## config.mk

```make
export PLATFORM = sky130hd
export DESIGN_NAME = duft_ap_ctrl_hs_mc_flat
export DESIGN_NICKNAME = d
export VERILOG_FILES = /design/src/rtl/duft_ap_ctrl_hs_mc_if.sv /design/src/rtl/duft_ap_ctrl_hs_mc.sv /design/src/flat_wrapper.sv
export SDC_FILE = /design/constraint.sdc
export NUM_CORES = 1
export LEC_CHECK = 0
export BUFFER_PORTS_ARGS = -buffer_cell sky130_fd_sc_hd__buf_4
export CORE_UTILIZATION = 60
export CTS_BUF_LIST = sky130_fd_sc_hd__clkbuf_2 sky130_fd_sc_hd__clkbuf_4 sky130_fd_sc_hd__clkbuf_8
export DETAILED_ROUTE_END_ITERATION = 10
export PLACE_DENSITY = 0.83
export REMOVE_ABC_BUFFERS = 1
export SYNTH_ARGS = -nofsm -noshare
export SYNTH_HDL_FRONTEND = slang
export SYNTH_SLANG_ARGS = --single-unit
```

## constraint.sdc

```tcl
create_clock -name clk -period 5.2 [get_ports clk]
set_input_delay 0.52 -clock clk [delete_from_list [all_inputs] [get_ports clk]]
set_output_delay 0.52 -clock clk [all_outputs]
set_load 0.03 [all_outputs]
```

## src/rtl/duft_ap_ctrl_hs_mc_if.sv

```systemverilog
// duft_ap_ctrl_hs_mc_if: ap_ctrl_hs register-access bundle.
// addr/wr_data/rd_wr/ap_start in; ap_idle/ap_ready/ap_done/ap_return out.
interface duft_ap_ctrl_hs_mc_if;
  logic [31:0] addr;
  logic [31:0] wr_data;
  logic        rd_wr;
  logic        ap_start;
  logic        ap_idle;
  logic        ap_ready;
  logic        ap_done;
  logic [31:0] ap_return;

  modport master (
    output addr, wr_data, rd_wr, ap_start,
    input  ap_idle, ap_ready, ap_done, ap_return
  );

  modport slave (
    input  addr, wr_data, rd_wr, ap_start,
    output ap_idle, ap_ready, ap_done, ap_return
  );
endinterface

```

## src/rtl/duft_ap_ctrl_hs_mc.sv

```systemverilog
// duft_ap_ctrl_hs_mc: multi-lane accumulator DUFT behind an ap_ctrl_hs regfile.
// Ports: clk, ap_rst_n (async low), bus (slave: addr/wr_data/rd_wr/ap_start -> idle/ready/done/return).
module duft_ap_ctrl_hs_mc #(
  parameter int DATA_W = 32,
  parameter int LANES  = 2,
  parameter int STAGES = 8,
  parameter int INC    = 1
) (
  input  logic                 clk,
  input  logic                 ap_rst_n,
  duft_ap_ctrl_hs_mc_if.slave  bus
);

  localparam logic [2:0] OP_INPUT = 3'd1;
  localparam logic [2:0] OP_RUN   = 3'd2;
  localparam logic [2:0] OP_ENDR  = 3'd3;
  localparam logic [2:0] OP_TEST  = 3'd4;
  localparam logic [2:0] OP_NEXT  = 3'd5;
  localparam logic [2:0] OP_ENDT  = 3'd6;

  localparam logic [7:0]        ST    = 8'(STAGES);
  localparam logic [DATA_W-1:0] INC_W = DATA_W'(INC);

  typedef enum logic [1:0] {
    B_IDLE, B_ACC, B_DONE
  } bus_t;

  typedef enum logic [3:0] {
    C_IDLE      = 4'd0,
    C_IN_FLAT   = 4'd1,
    C_IN_DUT    = 4'd2,
    C_IN_RDY    = 4'd3,
    C_OUT_WAIT  = 4'd4,
    C_OUT_VAL   = 4'd5,
    C_OUT_PACK  = 4'd6,
    C_SCAN_PREP = 4'd7,
    C_SCAN      = 4'd8,
    C_SCAN_RD   = 4'd9,
    C_TICK      = 4'd10
  } core_t;

  bus_t        bus_st;
  logic [31:0] a_q;
  logic [31:0] d_q;
  logic        rd_q;
  logic [2:0]  op_q;
  logic        op_vld;
  logic [2:0]  op_code;
  logic [7:0]  cfg_step;
  logic [31:0] test_in;
  logic        err;
  logic [DATA_W-1:0] dut_in [LANES];

  core_t       core_st;
  logic [7:0]  cnt;
  logic [7:0]  rem;
  logic [31:0] cyc_cnt;
  logic [DATA_W-1:0] acc     [LANES];
  logic [DATA_W-1:0] dut_out [LANES];
  logic [DATA_W-1:0] dft_out [LANES];

  logic [2:0]  lane;
  logic        lane_ok;
  logic        last;
  logic        core_idle;
  logic [DATA_W-1:0] din_v;
  logic [DATA_W-1:0] dout_v;
  logic [DATA_W-1:0] dft_v;
  logic [31:0] rdata;
  logic        bus_err;
  logic        err_clr;
  logic        op_wr;
  logic        cfg_wr;
  logic        din_wr;
  logic        tin_wr;
  logic        op_ok;
  logic        go;
  logic [7:0]  step_eff;
  logic [7:0]  left;
  logic [7:0]  tick_n;

  assign lane      = a_q[2:0];
  assign lane_ok   = ({29'd0, lane} < 32'(LANES));
  assign last      = (cnt == ST);
  assign core_idle = (core_st == C_IDLE);
  assign step_eff  = (cfg_step == 8'd0) ? 8'd1 : cfg_step;
  assign left      = ST - cnt;
  assign tick_n    = (step_eff < left) ? step_eff : left;
  assign go        = op_vld && op_ok;

  always_comb begin
    din_v  = '0;
    dout_v = '0;
    dft_v  = '0;
    for (int l = 0; l < LANES; l++) begin
      if (lane == 3'(l)) begin
        din_v  = dut_in[l];
        dout_v = dut_out[l];
        dft_v  = dft_out[l];
      end
    end
  end

  logic sel_op, sel_st, sel_cfg, sel_din;
  logic sel_dout, sel_dft, sel_cyc;
  logic sel_tin, sel_tout;

  assign sel_op   = (a_q == 32'h0000_0000);
  assign sel_st   = (a_q == 32'h0000_0001);
  assign sel_cfg  = (a_q == 32'h0000_0002);
  assign sel_din  = (a_q[31:3] == 29'h2) && lane_ok;
  assign sel_dout = (a_q[31:3] == 29'h3) && lane_ok;
  assign sel_dft  = (a_q[31:3] == 29'h4) && lane_ok;
  assign sel_cyc  = (a_q == 32'h0000_0028);
  assign sel_tin  = (a_q == 32'hFF00_0000);
  assign sel_tout = (a_q == 32'hFF00_0001);

  always_comb begin
    rdata   = '0;
    bus_err = 1'b0;
    err_clr = 1'b0;
    op_wr   = 1'b0;
    cfg_wr  = 1'b0;
    din_wr  = 1'b0;
    tin_wr  = 1'b0;
    if (bus_st == B_ACC) begin
      if (rd_q) begin
        unique case (1'b1)
          sel_op:   rdata = {29'd0, op_q};
          sel_st:   rdata = {18'd0, err, last, cnt, core_st};
          sel_cfg:  rdata = {24'd0, cfg_step};
          sel_din:  rdata = 32'(din_v);
          sel_dout: rdata = 32'(dout_v);
          sel_dft:  rdata = 32'(dft_v);
          sel_cyc:  rdata = cyc_cnt;
          sel_tin:  rdata = test_in;
          sel_tout: rdata = test_in;
          default:  bus_err = 1'b1;
        endcase
      end else begin
        unique case (1'b1)
          sel_op: begin
            if (d_q > 32'd6) bus_err = 1'b1;
            else             op_wr   = 1'b1;
          end
          sel_cfg: begin
            if (!core_idle) begin
              bus_err = 1'b1;
            end else begin
              cfg_wr  = 1'b1;
              err_clr = d_q[31];
            end
          end
          sel_din: begin
            if (!core_idle) bus_err = 1'b1;
            else            din_wr  = 1'b1;
          end
          sel_tin: tin_wr  = 1'b1;
          default: bus_err = 1'b1;
        endcase
      end
    end
  end

  always_comb begin
    op_ok = 1'b0;
    case (core_st)
      C_IDLE:    op_ok = (op_code == OP_INPUT);
      C_IN_RDY:  op_ok = (op_code == OP_RUN) ||
                         (op_code == OP_TEST);
      C_OUT_VAL: op_ok = (op_code == OP_ENDR);
      C_SCAN_RD: op_ok = (op_code == OP_NEXT) ||
                         (op_code == OP_ENDT);
      default:   op_ok = 1'b0;
    endcase
  end

  always_ff @(posedge clk or negedge ap_rst_n) begin
    if (!ap_rst_n) begin
      bus_st        <= B_IDLE;
      bus.ap_idle   <= 1'b1;
      bus.ap_done   <= 1'b0;
      bus.ap_ready  <= 1'b0;
      bus.ap_return <= '0;
      a_q           <= '0;
      d_q           <= '0;
      rd_q          <= 1'b0;
      op_q          <= '0;
      op_vld        <= 1'b0;
      op_code       <= '0;
      cfg_step      <= '0;
      test_in       <= '0;
      for (int l = 0; l < LANES; l++) dut_in[l] <= '0;
    end else begin
      op_vld <= 1'b0;
      case (bus_st)
        B_IDLE: begin
          if (bus.ap_start) begin
            a_q         <= bus.addr;
            d_q         <= bus.wr_data;
            rd_q        <= bus.rd_wr;
            bus.ap_idle <= 1'b0;
            bus_st      <= B_ACC;
          end
        end
        B_ACC: begin
          bus.ap_done  <= 1'b1;
          bus.ap_ready <= 1'b1;
          bus_st       <= B_DONE;
          if (rd_q) bus.ap_return <= rdata;
          if (op_wr) begin
            op_q    <= d_q[2:0];
            op_code <= d_q[2:0];
            op_vld  <= (d_q[2:0] != 3'd0);
          end
          if (cfg_wr) cfg_step <= d_q[7:0];
          if (tin_wr) test_in  <= d_q;
          for (int l = 0; l < LANES; l++) begin
            if (din_wr && lane == 3'(l))
              dut_in[l] <= d_q[DATA_W-1:0];
          end
        end
        B_DONE: begin
          bus.ap_done  <= 1'b0;
          bus.ap_ready <= 1'b0;
          bus.ap_idle  <= 1'b1;
          bus_st       <= B_IDLE;
        end
        default: bus_st <= B_IDLE;
      endcase
    end
  end

  // Bus faults and illegal core ops share one sticky flag.
  always_ff @(posedge clk or negedge ap_rst_n) begin
    if (!ap_rst_n) begin
      err <= 1'b0;
    end else begin
      if (err_clr) err <= 1'b0;
      if (bus_err || (op_vld && !op_ok)) err <= 1'b1;
    end
  end

  always_ff @(posedge clk or negedge ap_rst_n) begin
    if (!ap_rst_n) begin
      core_st <= C_IDLE;
      cnt     <= '0;
      rem     <= '0;
      cyc_cnt <= '0;
      for (int l = 0; l < LANES; l++) begin
        acc[l]     <= '0;
        dut_out[l] <= '0;
        dft_out[l] <= '0;
      end
    end else begin
      case (core_st)
        C_IDLE: begin
          if (go) core_st <= C_IN_FLAT;
        end
        C_IN_FLAT: core_st <= C_IN_DUT;
        C_IN_DUT: begin
          for (int l = 0; l < LANES; l++) acc[l] <= dut_in[l];
          cnt     <= '0;
          core_st <= C_IN_RDY;
        end
        C_IN_RDY: begin
          if (go && op_code == OP_RUN)  core_st <= C_OUT_WAIT;
          if (go && op_code == OP_TEST) core_st <= C_SCAN_PREP;
        end
        C_OUT_WAIT: begin
          for (int l = 0; l < LANES; l++) acc[l] <= acc[l] + INC_W;
          cnt     <= cnt + 8'd1;
          cyc_cnt <= cyc_cnt + 32'd1;
          if (cnt == ST - 8'd1) core_st <= C_OUT_VAL;
        end
        C_OUT_VAL: begin
          if (go) core_st <= C_OUT_PACK;
        end
        C_OUT_PACK: begin
          for (int l = 0; l < LANES; l++) dut_out[l] <= acc[l];
          core_st <= C_IDLE;
        end
        C_SCAN_PREP: core_st <= C_SCAN;
        C_SCAN: begin
          for (int l = 0; l < LANES; l++) dft_out[l] <= acc[l];
          core_st <= C_SCAN_RD;
        end
        C_SCAN_RD: begin
          // NEXT at the last stage is legal but does nothing.
          if (go && op_code == OP_NEXT && cnt < ST) begin
            rem     <= tick_n;
            core_st <= C_TICK;
          end
          if (go && op_code == OP_ENDT) core_st <= C_IDLE;
        end
        C_TICK: begin
          for (int l = 0; l < LANES; l++) acc[l] <= acc[l] + INC_W;
          cnt     <= cnt + 8'd1;
          cyc_cnt <= cyc_cnt + 32'd1;
          rem     <= rem - 8'd1;
          if (rem == 8'd1) core_st <= C_SCAN;
        end
        default: core_st <= C_IDLE;
      endcase
    end
  end

endmodule

```

## src/flat_wrapper.sv

```systemverilog
// flat-port wrapper written by rule: the top's interface ports become plain ports
module duft_ap_ctrl_hs_mc_flat 
#(
  parameter int DATA_W = 32,
  parameter int LANES  = 2,
  parameter int STAGES = 8,
  parameter int INC    = 1
)
  (clk, ap_rst_n, bus_addr, bus_wr_data, bus_rd_wr, bus_ap_start, bus_ap_idle, bus_ap_ready, bus_ap_done, bus_ap_return);
  duft_ap_ctrl_hs_mc_if bus_i ();
  input  logic clk;
  input  logic ap_rst_n;
  input wire logic [$bits(bus_i.addr)-1:0] bus_addr;
  input wire logic [$bits(bus_i.wr_data)-1:0] bus_wr_data;
  input wire logic [$bits(bus_i.rd_wr)-1:0] bus_rd_wr;
  input wire logic [$bits(bus_i.ap_start)-1:0] bus_ap_start;
  output wire logic [$bits(bus_i.ap_idle)-1:0] bus_ap_idle;
  output wire logic [$bits(bus_i.ap_ready)-1:0] bus_ap_ready;
  output wire logic [$bits(bus_i.ap_done)-1:0] bus_ap_done;
  output wire logic [$bits(bus_i.ap_return)-1:0] bus_ap_return;
  assign bus_i.addr = bus_addr;
  assign bus_i.wr_data = bus_wr_data;
  assign bus_i.rd_wr = bus_rd_wr;
  assign bus_i.ap_start = bus_ap_start;
  assign bus_ap_idle = bus_i.ap_idle;
  assign bus_ap_ready = bus_i.ap_ready;
  assign bus_ap_done = bus_i.ap_done;
  assign bus_ap_return = bus_i.ap_return;
  duft_ap_ctrl_hs_mc #(.DATA_W(DATA_W), .LANES(LANES), .STAGES(STAGES), .INC(INC)) u_core (.clk(clk), .ap_rst_n(ap_rst_n), .bus(bus_i));
endmodule
```

# After elaboration in Yosys (flattened, before gate mapping)
# Cells that the tools add are included.
# totals
elab_cells	169
latchBits	0
ramBits	0
in_bits	68
n_memories	0
output_inout_bits	35
reg_bits	454
mem_bits_ro	0
# classes
n_lt_le_gt_ge	4
reduce_logical	41
n_mul	0
shifts	0
n_bitwise	0
div	0
muxes	56
n_eq_ne	38
add_sub_neg	6
# ops
op	count
case mux 32 bit (8 select lines)	1
2-to-1 mux 32 bit	6
case mux 64 bit (2 select lines)	1
adder 32 x 1 -> 32 bit, second input constant	3
== test 32 bit, second input constant	2
== test 29 x 2 -> 1 bit, second input constant	2
case mux 4 bit (10 select lines)	1
== test 32 x 1 -> 1 bit, second input constant	1
== test 32 x 2 -> 1 bit, second input constant	1
== test 32 x 6 -> 1 bit, second input constant	1
greater-than comparator 32 x 3 -> 1 bit, second input constant	1
zero test 32 bit	1
2-to-1 mux 4 bit	8
case mux 8 bit (2 select lines)	2
== test 29 x 3 -> 1 bit, second input constant	1
2-to-1 mux 1 bit	28
2-to-1 mux 8 bit	3
AND reduction 2 bit	9
== test 4 x 3 -> 1 bit, second input constant	4
== test 4 bit, second input constant	3
logical AND 1 bit	12
nonzero test 2 bit	5
== test 3 bit, second input constant	3
OR reduction 9 bit	1
other kinds (32)	45

# Longest topological paths before layout
# logic_depth
ltp_word	9
ltp_mapped	13
ltp_nobuf	12

# Least setup slack after synthesis
# OpenSTA, ideal clock, no wires.
# synth_path
kind	register to register
from	reg u_core.cnt[1]
to	reg u_core.rem[3]
stages_incl_launch_ff	12
setup_ns	0.104
t_arrival_ns	3.117
n_path_buf	1
required_time_ns	5.096
period_less_slack_ns	3.220
setup_slack_ns	1.980
path_cell_list	dfrtp_1 > clkbuf_1 > o31a_1 > or4_1 > xnor2_1 > ha_1 > nand2_1 > o21ai_0 > nor3_1 > a21oi_1 > mux2_2 > a221oi_1
# synth_between
elab_chain_cells	5
# synth_lines
element	line_no	text
from (decl)	duft_ap_ctrl_hs_mc.sv:55	logic [7:0] cnt;
from (signal assigned)	duft_ap_ctrl_hs_mc.sv:272	cnt <= cnt + 8'd1;
from (signal assigned)	duft_ap_ctrl_hs_mc.sv:298	cnt <= cnt + 8'd1;
subtractor 4 x 8 -> 8 bit	duft_ap_ctrl_hs_mc.sv:87	assign left = ST - cnt;
less-than comparator 8 bit	duft_ap_ctrl_hs_mc.sv:88	assign tick_n = (step_eff < left) ? step_eff : left;
2-to-1 mux 8 bit	duft_ap_ctrl_hs_mc.sv:88	
2-to-1 mux 8 bit	duft_ap_ctrl_hs_mc.sv:290	if (go && op_code == OP_NEXT && cnt < ST) begin
case mux 8 bit (2 select lines)	duft_ap_ctrl_hs_mc.sv:256	case (core_st)
to (signal assigned)	duft_ap_ctrl_hs_mc.sv:291	rem <= tick_n;
to (signal assigned)	duft_ap_ctrl_hs_mc.sv:300	rem <= rem - 8'd1;
to (decl)	duft_ap_ctrl_hs_mc.sv:56	logic [7:0] rem;
# Several ways; a longest one is shown, not always the timed one. The select of a mux whose other input is x is not followed.
# A chain may end at the register's enable or synchronous reset.

# Final worst setup path
# layout_path
from	reg u_core.a_q[21]
to	reg u_core.dut_in[56] (netlist name)
# layout_between
elab_chain_cells	7
# layout_lines
element	line_no	text
from (decl)	duft_ap_ctrl_hs_mc.sv:43	logic [31:0] a_q;
from (signal assigned)	duft_ap_ctrl_hs_mc.sv:199	a_q <= bus.addr;
== test 29 x 2 -> 1 bit	duft_ap_ctrl_hs_mc.sv:111	assign sel_din = (a_q[31:3] == 29'h2) && lane_ok;
logical AND 1 bit	duft_ap_ctrl_hs_mc.sv:111	
2-to-1 mux 1 bit	duft_ap_ctrl_hs_mc.sv:141	unique case (1'b1)
2-to-1 mux 1 bit	duft_ap_ctrl_hs_mc.sv:127	if (rd_q) begin
2-to-1 mux 1 bit	duft_ap_ctrl_hs_mc.sv:126	if (bus_st == B_ACC) begin
logical AND 1 bit	duft_ap_ctrl_hs_mc.sv:219	if (din_wr && lane == 3'(l))
AND reduction 2 bit (no source line)	--	
to (signal, indexed assignment)	duft_ap_ctrl_hs_mc.sv:220	dut_in[l] <= d_q[DATA_W-1:0];
to (decl)	duft_ap_ctrl_hs_mc.sv:52	logic [DATA_W-1:0] dut_in [LANES];
# No other way between the ends.

==> run summary <==
Status = complete, but fails checks
Violated checks = hold timing
Seq pwr share = 46.9%
Post-route ant nets = 0
DR vias = 16,500
GP Congestion = 0.910
Top sig layer = met4
Tot Pwr = 9.56 mW
WL met1 = 24,100 um
Slew Limit Fails = 0
HP Class = input port to async pin
Largest net degree at the start of global routing = 132
Worst Hold Margin = -0.0000453 ns
RSZ-0062 raised after global routing = false
Synthesis-stage register bit count = 454
P&R area growth vs syn = 12.7%
Sw Ratio = 31.4%
Synth top cells by count = dfrtp_1, mux2_2, nor2_1, clkbuf_1, nand2_1
CP max FO = 18
TritonCTS clock tree = built
Met3 Wirelength = 5430 um
Core Area = 35,600 um^2
Die H = 192 um
Peak supply drop = 0.000409 V
Synthesized cell area = 21,700 um^2
Via count of the first global-routing pass = 16,800
Sink Count = 454
CTS Buffer Depth = 3
Fin. Hold Viols = 1
Unique cell type count in the Yosys netlist = 64
EDFF count, synth = 0
Sum of negative setup slack = 0 ns
Total track usage = 32.8%
CP required = 5.70 ns
Top-count cell post-synth = dfrtp_1
Post-CTS Setup Bufs = 0
Psw = 3.00 mW
PortBufs = 102
Fmax = 232 MHz
Worst setup EP type = register
First-pass GRT wire length = 92,800 um
DR WL/cell = 23.9 um
Crit share post-route = 82.8%
MaxCap Viol Count = 0
Final #Nets = 2,030
Worst setup margin = 0.892 ns
Drt drc = 0
Global route total overflow = 0
Syn avg cell area = 11.7 um^2
Worst Max-Slew Pin Slew = 1.25 ns
Via/cell ratio = 6.72
Number of synthesis warnings = 0
Reg-to-reg slack, setup = 0.89 ns
Critical path arrival = 4.81 ns
Layout fillers = 2,507
Number of I/O pins = 103
Layout Skew = 0.0525 ns
Leakage power = 11.3 nW
Top cells by area, synth = dfrtp_1, mux2_2, mux2i_1, nor2_1, mux2_4
Starting Density = 61.0%
Finished Core Util = 68.7%
Synth Flop Type = dfrtp_1
Finish-stage setup viols = 0
Power per cell area = 391 nW/um^2
Drt pass-1 iters = 6
Final Instance Area = 24,400 um^2
Antenna cell count = 0
DIE AREA = 36,900 um^2
CP Class = register to register
Max H-tree Level = 3
FFs w/ async S/R, synth = 100%
Initial antenna violation count = 0
DR WL met2 = 26,700 um
Sequential area share after synthesis = 52.4%
DR iter-0 viols = 1,875
Clk slew on worst S/H paths = 0.06 ns
Share of post-route cells with drive strength above 1 = 31.4%
Placed cell areas = 22,900 um^2
Post-Route WL = 58,700 um
Syn Inst Count = 1,858
Site Rows = 69
Comb power frac = 18.8%
CTS resizes = 0
Root buf cell = clkbuf_8
Clock latency on the worst-skew pair = 0.66 ns
Hold buffer count at cts = 0
Cts bufs inserted = 76
Dpl hpwl = 37,400 um
Clock share of power = 34.3%
Fin crit period = 4.31 ns
Top cell type's share of synthesized area = 52.3%
Max_slew headroom = 15.7%
Dpl ws = 0.977 ns
Startpoint types = register
Die W = 192 um
Internal power = 6.56 mW
Post-synth top area cell = dfrtp_1
-- flip-flops by register name, summed over array words and instances, names as in the netlist, 2 cells and up --
signal,flops
u_core.a_q,32
u_core.acc,64
u_core.bus.ap_return,32
u_core.bus_st,2
u_core.cfg_step,8
u_core.cnt,8
u_core.core_st,4
u_core.cyc_cnt,32
u_core.d_q,32
u_core.dft_out,64
u_core.dut_in,64
u_core.dut_out,64
u_core.op_q,3
u_core.rem,8
u_core.test_in,32
-- cell type report --
cell class	count	area, um^2	share of cell area [%]
Clock inverter	14	123	0.502
Clock buffer	115	1440	5.89
Multi-Input combinational cell	1248	9770	40.0
Timing Repair Buffer	132	1040	4.24
Tap cell	461	577	2.36
Inverter	33	124	0.507
Sequential cell	454	11400	46.5
-- critical path: stages (launching register included) --
cell	delay [ns]
dfrtp_1	0.40
or4_4	0.56
or4_1	0.70
or4_1	0.99
nor3_4	0.78
buf_4	0.38
mux2_2	0.36
-- power groups by stage --
stage | logic [mW] | clock network [mW] | registers (mW)
after global placement | 1.75 | 0 | 4.49
after global routing | 1.92 | 3.46 | 4.53
after detailed placement | 1.80 | 0 | 4.52
after floorplan | 0.912 | 0 | 4.65
final | 1.80 | 3.28 | 4.48
after CTS | 1.81 | 3.31 | 4.47
-- cell usage in the layout, fill, tap and decap left out, types with 30 or more instances in the layout --
cell,instances
dfrtp_1,452
a21oi_1,79
clkbuf_8,92
mux2_4,30
mux2i_1,71
mux2_2,307
nand4_1,32
nand2_1,100
buf_4,128
nor2_1,120
inv_1,33
o22ai_1,33
nand3_1,43
o21ai_0,49
-- metal layers --
| layer | up-vias | GRT usage (%) |
|---|---|---|
| met4 | 0 | 15.1 |
| li1 | 7081 | - |
| met3 | 180 | 8.48 |
| met5 | - | 0 |
| met1 | 8383 | 44.4 |
| met2 | 867 | 49.7 |
-- through the flow --
stage / std cells / hold slack [ns]
6_report: 2457 / -0.0000453
5_1_grt: 2457 / 0.0821
4_1_cts: 2457 / 0.0313
3_5_place_dp: 2328 / 0.482
3_3_place_gp: 2328 / 0.471
2_1_floorplan: 1735 / 0.224
-- final timing paths --
path / from / to / depth (start not counted)
max: u_core.a_q[21]$_DFFE_PN0P_ / u_core.dut_in[56]$_DFFE_PN0P_ / 6
min: ap_rst_n / u_core.d_q[20]$_DFFE_PN0P_ / 1
max reg2reg: u_core.a_q[21]$_DFFE_PN0P_ / u_core.dut_in[56]$_DFFE_PN0P_ / 6
min reg2reg: u_core.cyc_cnt[7]$_DFFE_PN0N_ / u_core.cyc_cnt[7]$_DFFE_PN0N_ / 1
max in group asynchronous: ap_rst_n / u_core.cyc_cnt[17]$_DFFE_PN0N_ / 2
min in group clk: bus_wr_data[5] / u_core.d_q[5]$_DFFE_PN0P_ / 2
-- kinds of logic (layout without fill, tap and decap cells) --
family | count (synthesis) | count (layout) | synth area share [%]
AOI/OAI and AO/OA | 322 | 322 | 10.1
DFF | 454 | 454 | 52.4
adders and majority gates | 17 | 17 | 0.981
muxes | 411 | 411 | 21.5
xor gates and xnor gates | 41 | 41 | 1.66
and+or+nand+nor | 457 | 457 | 10.6
buffers and inverters | 156 | 294 | 2.86
No activity file was read; power rests on OpenSTA's default activity.
